===== config.mk =====
export PLATFORM = sky130hd
export DESIGN_NAME = ft_tx_arbiter_flat
export DESIGN_NICKNAME = d
export VERILOG_FILES = /design/src/rtl/ft_pkg.sv /design/src/rtl/ft_tx_arbiter_if.sv /design/src/rtl/rr_pick.sv /design/src/rtl/ft_tx_arbiter.sv /design/src/flat_wrapper.sv
export SDC_FILE = /design/constraint.sdc
export NUM_CORES = 1
export LEC_CHECK = 0
export CAP_MARGIN = 30
export CORE_MARGIN = 2
export CORE_UTILIZATION = 45
export DETAILED_ROUTE_END_ITERATION = 10
export HOLD_SLACK_MARGIN = 0.05
export PLACE_DENSITY_LB_ADDON = 0.15
export REMOVE_ABC_BUFFERS = 1
export SKIP_CTS_REPAIR_TIMING = 1
export SLEW_MARGIN = 0
export SYNTH_ARGS = -nofsm -noshare
export SYNTH_HDL_FRONTEND = slang
export SYNTH_HIERARCHICAL = 1
export SYNTH_SLANG_ARGS = --single-unit

===== constraint.sdc =====
create_clock -name clk -period 2.1 [get_ports clk]
set_input_delay 0.315 -clock clk [delete_from_list [all_inputs] [get_ports clk]]
set_output_delay 0.315 -clock clk [all_outputs]
set_load 0.02 [all_outputs]

===== src/rtl/ft_pkg.sv =====
`default_nettype none
//==============================================================================
// Module      : ft_pkg
// Description : Shared definitions for the FT245 transmit arbiter: header tag,
//               source identifiers, index width, FSM state encoding and the
//               header-byte builder.
// Revision    : 1.0 - initial release
//==============================================================================
package ft_pkg;

    // Upper nibble of every packet header byte
    localparam logic [3:0] HDR_TAG    = 4'hA;

    // Source identifiers carried in the low bits of the header
    localparam logic [1:0] SRC_CCD    = 2'd0;
    localparam logic [1:0] SRC_ADCONF = 2'd1;
    localparam logic [1:0] SRC_MCP    = 2'd2;

    // Requester index width (up to four requesters)
    localparam int IDX_W = 2;

    typedef enum logic [1:0] {
        ST_IDLE = 2'd0,
        ST_HDR  = 2'd1,
        ST_DATA = 2'd2
    } state_t;

    // Header byte: {tag, 2'b00, source id}
    function automatic logic [7:0] make_hdr(input logic [IDX_W-1:0] src);
        return {HDR_TAG, 2'b00, src};
    endfunction

endpackage
`default_nettype wire


===== src/rtl/ft_tx_arbiter_if.sv =====
`default_nettype none
//==============================================================================
// Module      : ft_tx_arbiter_if
// Description : Producer-side byte streams for the FT245 transmit arbiter.
//               One valid/ready/last lane per requester; requester i data sits
//               at req_data[8i+7:8i].
//   master : producers (drive valid/data/last, observe ready)
//   slave  : arbiter   (observe valid/data/last, drive ready)
// Revision    : 1.0 - initial release
//==============================================================================
interface ft_tx_arbiter_if #(
    parameter int NREQ = 3
);
    logic [NREQ-1:0]   req_valid;
    logic [8*NREQ-1:0] req_data;
    logic [NREQ-1:0]   req_last;
    logic [NREQ-1:0]   req_ready;

    modport master (
        output req_valid,
        output req_data,
        output req_last,
        input  req_ready
    );

    modport slave (
        input  req_valid,
        input  req_data,
        input  req_last,
        output req_ready
    );
endinterface
`default_nettype wire


===== src/rtl/rr_pick.sv =====
`default_nettype none
//==============================================================================
// Module      : rr_pick
// Description : Combinational round-robin picker. Searches the request vector
//               starting one past last_idx and returns the first requester as
//               a one-hot vector plus its index.
//   req      in  NREQ   request vector
//   last_idx in  IDX_W  index of the previous owner
//   gnt      out NREQ   one-hot winner (0 when no request)
//   idx      out IDX_W  winner index
// Revision    : 1.0 - initial release
//==============================================================================
module rr_pick
    import ft_pkg::*;
#(
    parameter int NREQ = 3
) (
    input  wire logic [NREQ-1:0]  req,
    input  wire logic [IDX_W-1:0] last_idx,
    output logic      [NREQ-1:0]  gnt,
    output logic      [IDX_W-1:0] idx
);

    always_comb begin : p_pick
        int               k;
        logic [IDX_W-1:0] w_k;
        logic             w_found;
        gnt     = '0;
        idx     = '0;
        w_found = 1'b0;
        k       = 0;
        w_k     = '0;
        for (int off = 1; off <= NREQ; off++) begin
            k = int'(last_idx) + off;
            if (k >= NREQ) begin
                k = k - NREQ;
            end
            w_k = IDX_W'(k);
            if (!w_found && req[w_k]) begin
                w_found  = 1'b1;
                gnt[w_k] = 1'b1;
                idx      = w_k;
            end
        end
    end

endmodule
`default_nettype wire


===== src/rtl/ft_tx_arbiter.sv =====
`default_nettype none
//==============================================================================
// Module      : ft_tx_arbiter
// Description : Round-robin arbiter sharing the FT245 synchronous-FIFO write
//               path between byte-stream producers. Each granted packet is
//               prefixed by a source header byte; the receive path always has
//               priority over the bus.
//   clk, rst     in   FT clock and synchronous active-high reset
//   req          if   producer streams (slave modport)
//   rd_active    in   receive side owns the bus
//   ft_txe_n     in   FT232H TX FIFO has space (active low)
//   tx_data      out  byte to the pads
//   tx_drive     out  pad output enable
//   ft_wr_n      out  write strobe (active low)
//   ft_siwu_n    out  send-immediate pulse after each packet (active low)
//   grant        out  one-hot current owner
//   busy         out  not idle
//   err_timeout  out  sticky mid-packet stall abort flag
//   err_clr      in   clears err_timeout
// Revision    : 1.0 - initial release
//==============================================================================
module ft_tx_arbiter
    import ft_pkg::*;
#(
    parameter int NREQ    = 3,
    parameter int TIMEOUT = 1024,
    parameter bit SIWU_EN = 1'b1
) (
    input  wire logic        clk,
    input  wire logic        rst,
    ft_tx_arbiter_if.slave   req,
    input  wire logic        rd_active,
    input  wire logic        ft_txe_n,
    output logic      [7:0]  tx_data,
    output logic             tx_drive,
    output logic             ft_wr_n,
    output logic             ft_siwu_n,
    output logic [NREQ-1:0]  grant,
    output logic             busy,
    output logic             err_timeout,
    input  wire logic        err_clr
);

    localparam int CNT_W = $clog2(TIMEOUT + 1);

    state_t             r_state,      w_state_nxt;
    logic [7:0]         r_obuf_data,  w_obuf_data_nxt;
    logic               r_obuf_last,  w_obuf_last_nxt;
    logic               r_obuf_valid, w_obuf_valid_nxt;
    logic [NREQ-1:0]    r_grant,      w_grant_nxt;
    logic [IDX_W-1:0]   r_gidx,       w_gidx_nxt;
    logic [IDX_W-1:0]   r_last_idx,   w_last_idx_nxt;
    logic [CNT_W-1:0]   r_cnt,        w_cnt_nxt;
    logic               r_err,        w_err_nxt;
    logic               r_siwu_n,     w_siwu_n_nxt;

    logic [NREQ-1:0]    w_pick_gnt;
    logic [IDX_W-1:0]   w_pick_idx;
    logic               w_xfer;
    logic               w_valid_g;
    logic               w_last_g;
    logic [7:0]         w_data_g;
    logic               w_ready_g;
    logic               w_accept;
    logic               w_abort;
    logic [NREQ-1:0]    w_ready_vec;

    rr_pick #(
        .NREQ     (NREQ)
    ) u_rr_pick (
        .req      (req.req_valid),
        .last_idx (r_last_idx),
        .gnt      (w_pick_gnt),
        .idx      (w_pick_idx)
    );

    // Transfer depends only on registered obuf state plus the pad inputs
    assign w_xfer    = r_obuf_valid & ~rd_active & ~ft_txe_n;
    assign w_valid_g = req.req_valid[r_gidx];
    assign w_last_g  = req.req_last[r_gidx];
    assign w_data_g  = req.req_data[{r_gidx, 3'b000} +: 8];

    always_comb begin
        w_state_nxt      = r_state;
        w_obuf_data_nxt  = r_obuf_data;
        w_obuf_last_nxt  = r_obuf_last;
        w_obuf_valid_nxt = r_obuf_valid;
        w_grant_nxt      = r_grant;
        w_gidx_nxt       = r_gidx;
        w_last_idx_nxt   = r_last_idx;
        w_cnt_nxt        = r_cnt;
        w_siwu_n_nxt     = 1'b1;
        w_ready_g        = 1'b0;
        w_accept         = 1'b0;
        w_abort          = 1'b0;

        case (r_state)
            ST_IDLE: begin
                if (!rd_active && (|req.req_valid)) begin
                    w_state_nxt      = ST_HDR;
                    w_grant_nxt      = w_pick_gnt;
                    w_gidx_nxt       = w_pick_idx;
                    w_obuf_data_nxt  = make_hdr(w_pick_idx);
                    w_obuf_last_nxt  = 1'b0;
                    w_obuf_valid_nxt = 1'b1;
                    w_cnt_nxt        = '0;
                end
            end

            ST_HDR, ST_DATA: begin
                // Ready is also offered while the header drains so the first
                // payload byte follows the header with no bubble.
                w_ready_g = (~r_obuf_valid | w_xfer) & ~r_obuf_last & ~rd_active;
                w_accept  = w_ready_g & w_valid_g;

                if (w_xfer) begin
                    w_obuf_valid_nxt = 1'b0;
                end
                if (w_accept) begin
                    w_obuf_data_nxt  = w_data_g;
                    w_obuf_last_nxt  = w_last_g;
                    w_obuf_valid_nxt = 1'b1;
                    w_cnt_nxt        = '0;
                end

                if (r_state == ST_HDR) begin
                    if (w_xfer) begin
                        w_state_nxt = ST_DATA;
                    end
                end else if (w_xfer && r_obuf_last) begin
                    w_state_nxt    = ST_IDLE;
                    w_grant_nxt    = '0;
                    w_last_idx_nxt = r_gidx;
                    w_siwu_n_nxt   = ~SIWU_EN;
                end else if (!r_obuf_valid && !w_valid_g) begin
                    // Stalled producer: abandon the packet once the idle
                    // count reaches TIMEOUT; host resyncs on the next header.
                    if (r_cnt == CNT_W'(TIMEOUT - 1)) begin
                        w_abort        = 1'b1;
                        w_state_nxt    = ST_IDLE;
                        w_grant_nxt    = '0;
                        w_last_idx_nxt = r_gidx;
                        w_cnt_nxt      = '0;
                    end else begin
                        w_cnt_nxt = r_cnt + 1'b1;
                    end
                end
            end

            default: begin
                w_state_nxt = ST_IDLE;
            end
        endcase

        // Set has priority over clear
        if (w_abort) begin
            w_err_nxt = 1'b1;
        end else if (err_clr) begin
            w_err_nxt = 1'b0;
        end else begin
            w_err_nxt = r_err;
        end
    end

    always_ff @(posedge clk) begin
        if (rst) begin
            r_state      <= ST_IDLE;
            r_obuf_data  <= '0;
            r_obuf_last  <= 1'b0;
            r_obuf_valid <= 1'b0;
            r_grant      <= '0;
            r_gidx       <= '0;
            r_last_idx   <= IDX_W'(NREQ - 1);
            r_cnt        <= '0;
            r_err        <= 1'b0;
            r_siwu_n     <= 1'b1;
        end else begin
            r_state      <= w_state_nxt;
            r_obuf_data  <= w_obuf_data_nxt;
            r_obuf_last  <= w_obuf_last_nxt;
            r_obuf_valid <= w_obuf_valid_nxt;
            r_grant      <= w_grant_nxt;
            r_gidx       <= w_gidx_nxt;
            r_last_idx   <= w_last_idx_nxt;
            r_cnt        <= w_cnt_nxt;
            r_err        <= w_err_nxt;
            r_siwu_n     <= w_siwu_n_nxt;
        end
    end

    always_comb begin
        w_ready_vec         = '0;
        w_ready_vec[r_gidx] = w_ready_g;
    end

    assign req.req_ready = w_ready_vec;
    assign tx_data       = r_obuf_data;
    assign busy          = (r_state != ST_IDLE);
    assign tx_drive      = busy & ~rd_active;
    assign ft_wr_n       = ~(r_obuf_valid & ~rd_active);
    assign ft_siwu_n     = r_siwu_n;
    assign grant         = r_grant;
    assign err_timeout   = r_err;

endmodule
`default_nettype wire


===== src/flat_wrapper.sv =====
// flat-port wrapper written by rule: the top's interface ports become plain ports
module ft_tx_arbiter_flat import ft_pkg::*;
#(
    parameter int NREQ    = 3,
    parameter int TIMEOUT = 1024,
    parameter bit SIWU_EN = 1'b1
)
  (clk, rst, rd_active, ft_txe_n, tx_data, tx_drive, ft_wr_n, ft_siwu_n, grant, busy, err_timeout, err_clr, req_req_valid, req_req_data, req_req_last, req_req_ready);
  ft_tx_arbiter_if #(.NREQ(NREQ)) req_i ();
  input  wire logic clk;
  input  wire logic rst;
  input  wire logic rd_active;
  input  wire logic ft_txe_n;
  output logic      [7:0] tx_data;
  output logic tx_drive;
  output logic ft_wr_n;
  output logic ft_siwu_n;
  output logic [NREQ-1:0] grant;
  output logic busy;
  output logic err_timeout;
  input  wire logic err_clr;
  input wire logic [$bits(req_i.req_valid)-1:0] req_req_valid;
  input wire logic [$bits(req_i.req_data)-1:0] req_req_data;
  input wire logic [$bits(req_i.req_last)-1:0] req_req_last;
  output wire logic [$bits(req_i.req_ready)-1:0] req_req_ready;
  assign req_i.req_valid = req_req_valid;
  assign req_i.req_data = req_req_data;
  assign req_i.req_last = req_req_last;
  assign req_req_ready = req_i.req_ready;
  ft_tx_arbiter #(.NREQ(NREQ), .TIMEOUT(TIMEOUT), .SIWU_EN(SIWU_EN)) u_core (.clk(clk), .rst(rst), .req(req_i), .rd_active(rd_active), .ft_txe_n(ft_txe_n), .tx_data(tx_data), .tx_drive(tx_drive), .ft_wr_n(ft_wr_n), .ft_siwu_n(ft_siwu_n), .grant(grant), .busy(busy), .err_timeout(err_timeout), .err_clr(err_clr));
endmodule

==> results of run 1 <==
==> area by class of cell <==
type / count / area, sq um
clock buffer: 6 / 82.6
timing repair buffer: 90 / 832
inverter: 13 / 48.8
tap: 54 / 67.6
fill: 422 / 1580
multi-input combinational: 207 / 1430
sequential: 32 / 643
clock inverter: 2 / 10.0
==> report_power, final <==
| group | total, mW | internal, mW | leakage, nW | switching, mW |
|---|---|---|---|---|
| clock network | 0.495 | 0.261 | 0.0510 | 0.234 |
| logic | 1.44 | 0.701 | 0.986 | 0.738 |
| registers | 0.755 | 0.690 | 0.261 | 0.0657 |
| total | 2.69 | 1.65 | 1.30 | 1.04 |
==> placed cells by master, fill, tap and decap left out, drive strengths merged, types with 2 or more instances in the layout <==
master         netlist  layout
or3                  3       3
o22ai                3       3
dfxtp               32      32
nor3                 8       8
nor3b                2       2
o21a                 3       3
nand2b               2       2
clkbuf               5       7
dlymetal6s2s         0       5
o2111ai              2       2
clkdlybuf4s50        0      47
a31oi                7       7
mux2i               18      18
a31o                 3       3
buf                  8      37
nand2               29      29
a32o                 2       2
and2                 4       4
nand4                3       3
o211ai               2       2
a311oi               4       4
nand3               10      10
o21ai               18      18
o211a                2       2
a22o                 6       6
nor2                23      23
inv                 13      13
clkinv               0       2
ha                  10      10
a21oi               19      19
a221o                2       2
nor2b                3       3
and3                 2       2
==> registers in the layout (all words and copies together) (netlist names) <==
signal / flops
u_core/r_cnt: 11
u_core/tx_data: 8
u_core/grant: 3
u_core/r_gidx: 2
u_core/r_last_idx: 2
u_core/r_state: 2
u_core/err_timeout: 1
u_core/ft_siwu_n: 1
u_core/r_obuf_last: 1
u_core/r_obuf_valid: 1
==> cell families (layout without fill, tap and decap cells) <==
logic type / after synthesis / in the layout
xor gates and xnor gates: 2 / 2
muxes: 19 / 19
AOI/OAI and AO/OA: 81 / 81
DFF: 32 / 32
and+or+nand+nor: 95 / 95
adders and majority gates: 10 / 10
buffers and inverters: 26 / 111
==> worst max-delay path by stage <==
stage | depth (start not counted) | from | to | slack (ps)
after floorplan | 7 | u_core/r_state[0] | u_core/r_cnt[7] | -90
after global placement | 5 | ft_txe_n | req_req_ready[1] | -280
after detailed placement | 5 | ft_txe_n | req_req_ready[1] | -360
after CTS | 5 | ft_txe_n | req_req_ready[1] | -360
after global routing | 6 | u_core/r_gidx[1] | u_core/tx_data[0] | 6
final | 8 | u_core/r_cnt[0] | u_core/r_state[0] | 120
==> worst max-delay path: stages (launching register included) <==
cell      delay, ps
dfxtp_2         360
ha_2            210
nand4_1         200
nor4_4          360
buf_4           170
a21boi_2         60
buf_4           140
a31oi_1         200
mux2i_1         210
==> per-layer routing <==
| metal | up-vias | wire length (microns) |
|---|---|---|
| li1 | 1138 | - |
| met1 | 1048 | 2560 |
| met2 | 64 | 2740 |
| met3 | 7 | 361 |
| met4 | 0 | 47 |
| met5 | - | 0 |
==> impl_metrics.ini, run 1 <==
[run_status]
outcome = complete, no violations

[placement]
place_inst = 390
place_worst_setup_slack_ps = -360
io_buffer_count = 53
dpl_cell_area_sq_um = 2940
gp_congestion = 0.820
place_hpwl_microns = 4380

[layout]
finish.utilization_pct = 66.4
drive_gt1_share_pct = 19.7
area_growth_syn_to_layout_pct = 43.8
num-nets-final = 394
finalNonFillerCells = 404
antenna_cells = 0
design_area_sq_um = 3110

[run]
drv_cap = 0

[clock_tree]
clk_latency_ps = 290
cts_tree = yes
cts_sinks = 32
clk_path_buf_depth = 2
ctsRootBufferMaster = clkbuf_8
clk_pin_slew_ps = 70
cts_buffers = 5
htree_levels = 2

[critical_path]
worstPathArrival_ps = 2200
path_max_fanout = 4
required_ps = 2310
reg2reg_to = u_core/r_state[0]
start_kind = flip-flop
cp-end-kind = flip-flop
rrSetupSlack_ps = 120
reg2regPathDepth = 8
path_class = reg2reg
reg2reg_from = u_core/r_cnt[0]

[detailed_routing]
drt_wl_total_microns = 5710
wl_per_cell_microns = 14.1
num_vias = 2257
drt-initial-drc-count = 86
drc = 0
dr.pass1.iters = 4
final_antenna_net_count = 0
vias_per_cell = 5.59

[pwr]
ir_worst_vdd_mv = 0.511
leakage_nw = 1.30
fin_total_pwr_mw = 2.69
cellPowerDensity_nw_per_um2 = 864

[logic_synthesis]
yosysSeqAreaShare_pct = 29.6
ys_ff_latch = 32
synth_edf_count = 0
synthMuxAreaShare_pct = 8.84
synth_cells = 265
synth_top_family_by_area = compound AO/OA/AOI/OAI gates
yosysTopAreaCellShare_pct = 29.6
syn_area_sq_um = 2170
synth-compound-area-share_pct = 26.7
ys_warn_count = 6
synthArstFlopShare_pct = 0
ys_top_cells_by_area = dfxtp_1, mux2i_1, ha_1
synth_common_cells = dfxtp_1, nand2_1, nor2_1
synth_cell_types = 58
syn_area_per_cell_sq_um = 8.17
yosysTopAreaCell = dfxtp_1
synthFlopType = dfxtp_1
synthXorXnorAreaFrac_pct = 0.809
yosysMostFrequentCell = dfxtp_1
yosys.area_share.simple_pct = 22.8
synth_fa_ha_area_share_pct = 5.78

[grt]
grt_overflow = 0
gr-usage-met3_pct = 5.62
groute.layer.met2.usage_pct = 36.6
grt.total_usage_pct = 21.9
busiest_layer = met2
grt_pass1_wl_microns = 9230
grt_max_degree = 17
antenna_found_initial = 0
grt_pass1_vias = 2059
gr-usage-met1_pct = 27.6

[die]
die_h_microns = 73.4
ios = 54
dieWidth_microns = 73.4
start_util_pct = 46.2
rows = 25
dieArea_sq_um = 5380
coreArea_sq_um = 4690

[worst_hold_path]
hp-start = u_core/err_timeout
hold_path_end = u_core/err_timeout
hold_path_class = reg2reg
hold_depth = 2

[timing]
setup_viol = 0
min_period_over_period_pct = 94.5
slew_headroom_pct = 60.6
final_max_slew_viol_count = 0
setup_slack_ps = 116
whs_ps = 473
rsz0062_at_grt = false
skew_ps = 3.09
fin_tns_setup_ps = 0
hold_violations = 0
tightest_slew_ps = 589
min_period_ps = 1980
max_freq_ghz = 0.504
(Power assumes the default switching activity.)
==> run 2: changes to the inputs <==
--- a/config.mk
+++ b/config.mk
@@ -8,6 +8,7 @@
 export CAP_MARGIN = 30
 export CORE_MARGIN = 2
 export CORE_UTILIZATION = 45
+export CTS_BUF_LIST = sky130_fd_sc_hd__clkbuf_16
 export DETAILED_ROUTE_END_ITERATION = 10
 export HOLD_SLACK_MARGIN = 0.05
 export PLACE_DENSITY_LB_ADDON = 0.15
==> impl_metrics.ini, run 2 (synthesized netlist as in run 1, its figures left out) <==
[detailed_routing]
drc = 0
num_vias = 2277
drt_wl_total_microns = 5810
dr.pass1.iters = 4
final_antenna_net_count = 0
drt-initial-drc-count = 75
vias_per_cell = 5.65
wl_per_cell_microns = 14.4

[grt]
grt_overflow = 0
grt_pass1_vias = 2092
antenna_found_initial = 0
grt.total_usage_pct = 22.3
grt_pass1_wl_microns = 9340
grt_max_degree = 17

[pwr]
ir_worst_vdd_mv = 0.547
fin_total_pwr_mw = 2.90
cellPowerDensity_nw_per_um2 = 918
leakage_nw = 1.31

[run]
drv_cap = 0

[critical_path]
path_class = reg2reg
worstPathArrival_ps = 2190
cp-end-kind = flip-flop
required_ps = 2260
path_max_fanout = 6
start_kind = flip-flop

[layout]
drive_gt1_share_pct = 19.2
num-nets-final = 393
area_growth_syn_to_layout_pct = 46.0
antenna_cells = 0
final_common_cell = clkdlybuf4s50_1
top_register = u_core/r_cnt
final_cell_mix = clkdlybuf4s50_1, buf_4, dfxtp_1
finalNonFillerCells = 403
design_area_sq_um = 3160
largest_reg_flops = 11

[placement]
place_hpwl_microns = 4380
io_buffer_count = 53
gp_congestion = 0.820
dpl_cell_area_sq_um = 2940
place_inst = 390

[clock_tree]
cts_tree = yes
clk_path_buf_depth = 2
htree_levels = 2
ctsRootBufferMaster = clkbuf_16
cts_buffers = 5
cts_sinks = 32
clk_latency_ps = 280
clk_pin_slew_ps = 50

[timing]
tightest_slew_ps = 599
slew_headroom_pct = 60.0
setup_viol = 0
skew_ps = 2.86
hold_violations = 0
fin_tns_setup_ps = 0
min_period_ps = 2020
min_period_over_period_pct = 96.4
final_max_slew_viol_count = 0
max_freq_ghz = 0.494

[die]
dieArea_sq_um = 5380
rows = 25
dieWidth_microns = 73.4
coreArea_sq_um = 4690
ios = 54
start_util_pct = 46.2
die_h_microns = 73.4

[run_status]
outcome = complete, no violations

[worst_hold_path]
hold_path_class = reg2reg
[run 2: final cells by class]
type / count / area, sq um
Clock inverter: 3 / 13.8
Fill cell: 413 / 1530
Multi-Input combinational cell: 207 / 1440
Clock buffer: 5 / 125
Timing Repair Buffer: 89 / 825
Sequential cell: 32 / 643
Inverter: 13 / 48.8
Tap cell: 54 / 67.6
[run 2: through the flow]
stage / hold slack, ps / setup slack (ps) / util, %
2_1_floorplan: 384 / -88.9 / -
3_3_place_gp: 458 / -280 / 62.6
3_5_place_dp: 461 / -360 / 62.6
4_1_cts: 468 / -364 / 65.6
5_1_grt: 490 / -2.79 / 67.4
6_report: 470 / 75.1 / 67.4
[run 2: routing by layer]
metal  vias up  global-route usage, %  routed length [microns]
met2        57                   38.0                     2880
met5         -                      0                        0
met4         0                   7.68                       61
met1      1074                   27.0                     2550
li1       1139                      -                        -
met3         7                   6.04                      311
[run 2: path summary, 6_finish.rpt]
kind	from	cells after the start	end	slack (ps)
setup / recovery	u_core/r_cnt[0]	7	u_core/r_cnt[9]	80
hold / removal	u_core/err_timeout	2	u_core/err_timeout	470
setup reg to reg	u_core/r_cnt[0]	7	u_core/r_cnt[9]	80
hold reg to reg	u_core/err_timeout	2	u_core/err_timeout	470
[run 2: critical path, stage by stage (launching register included)]
cell and delay, ps:
dfxtp_2 370, ha_4 160, nand4_1 190, nor4_4 450, buf_4 190, nor4b_4 60, buf_4 160, a221o_2 330
[run 2: power by group]
part           internal (mW)  total [mW]  leakage [nW]  switching [mW]
clock                  0.430       0.685        0.0710           0.256
sequential             0.691       0.759         0.261          0.0685
combinational          0.704        1.46         0.981           0.755
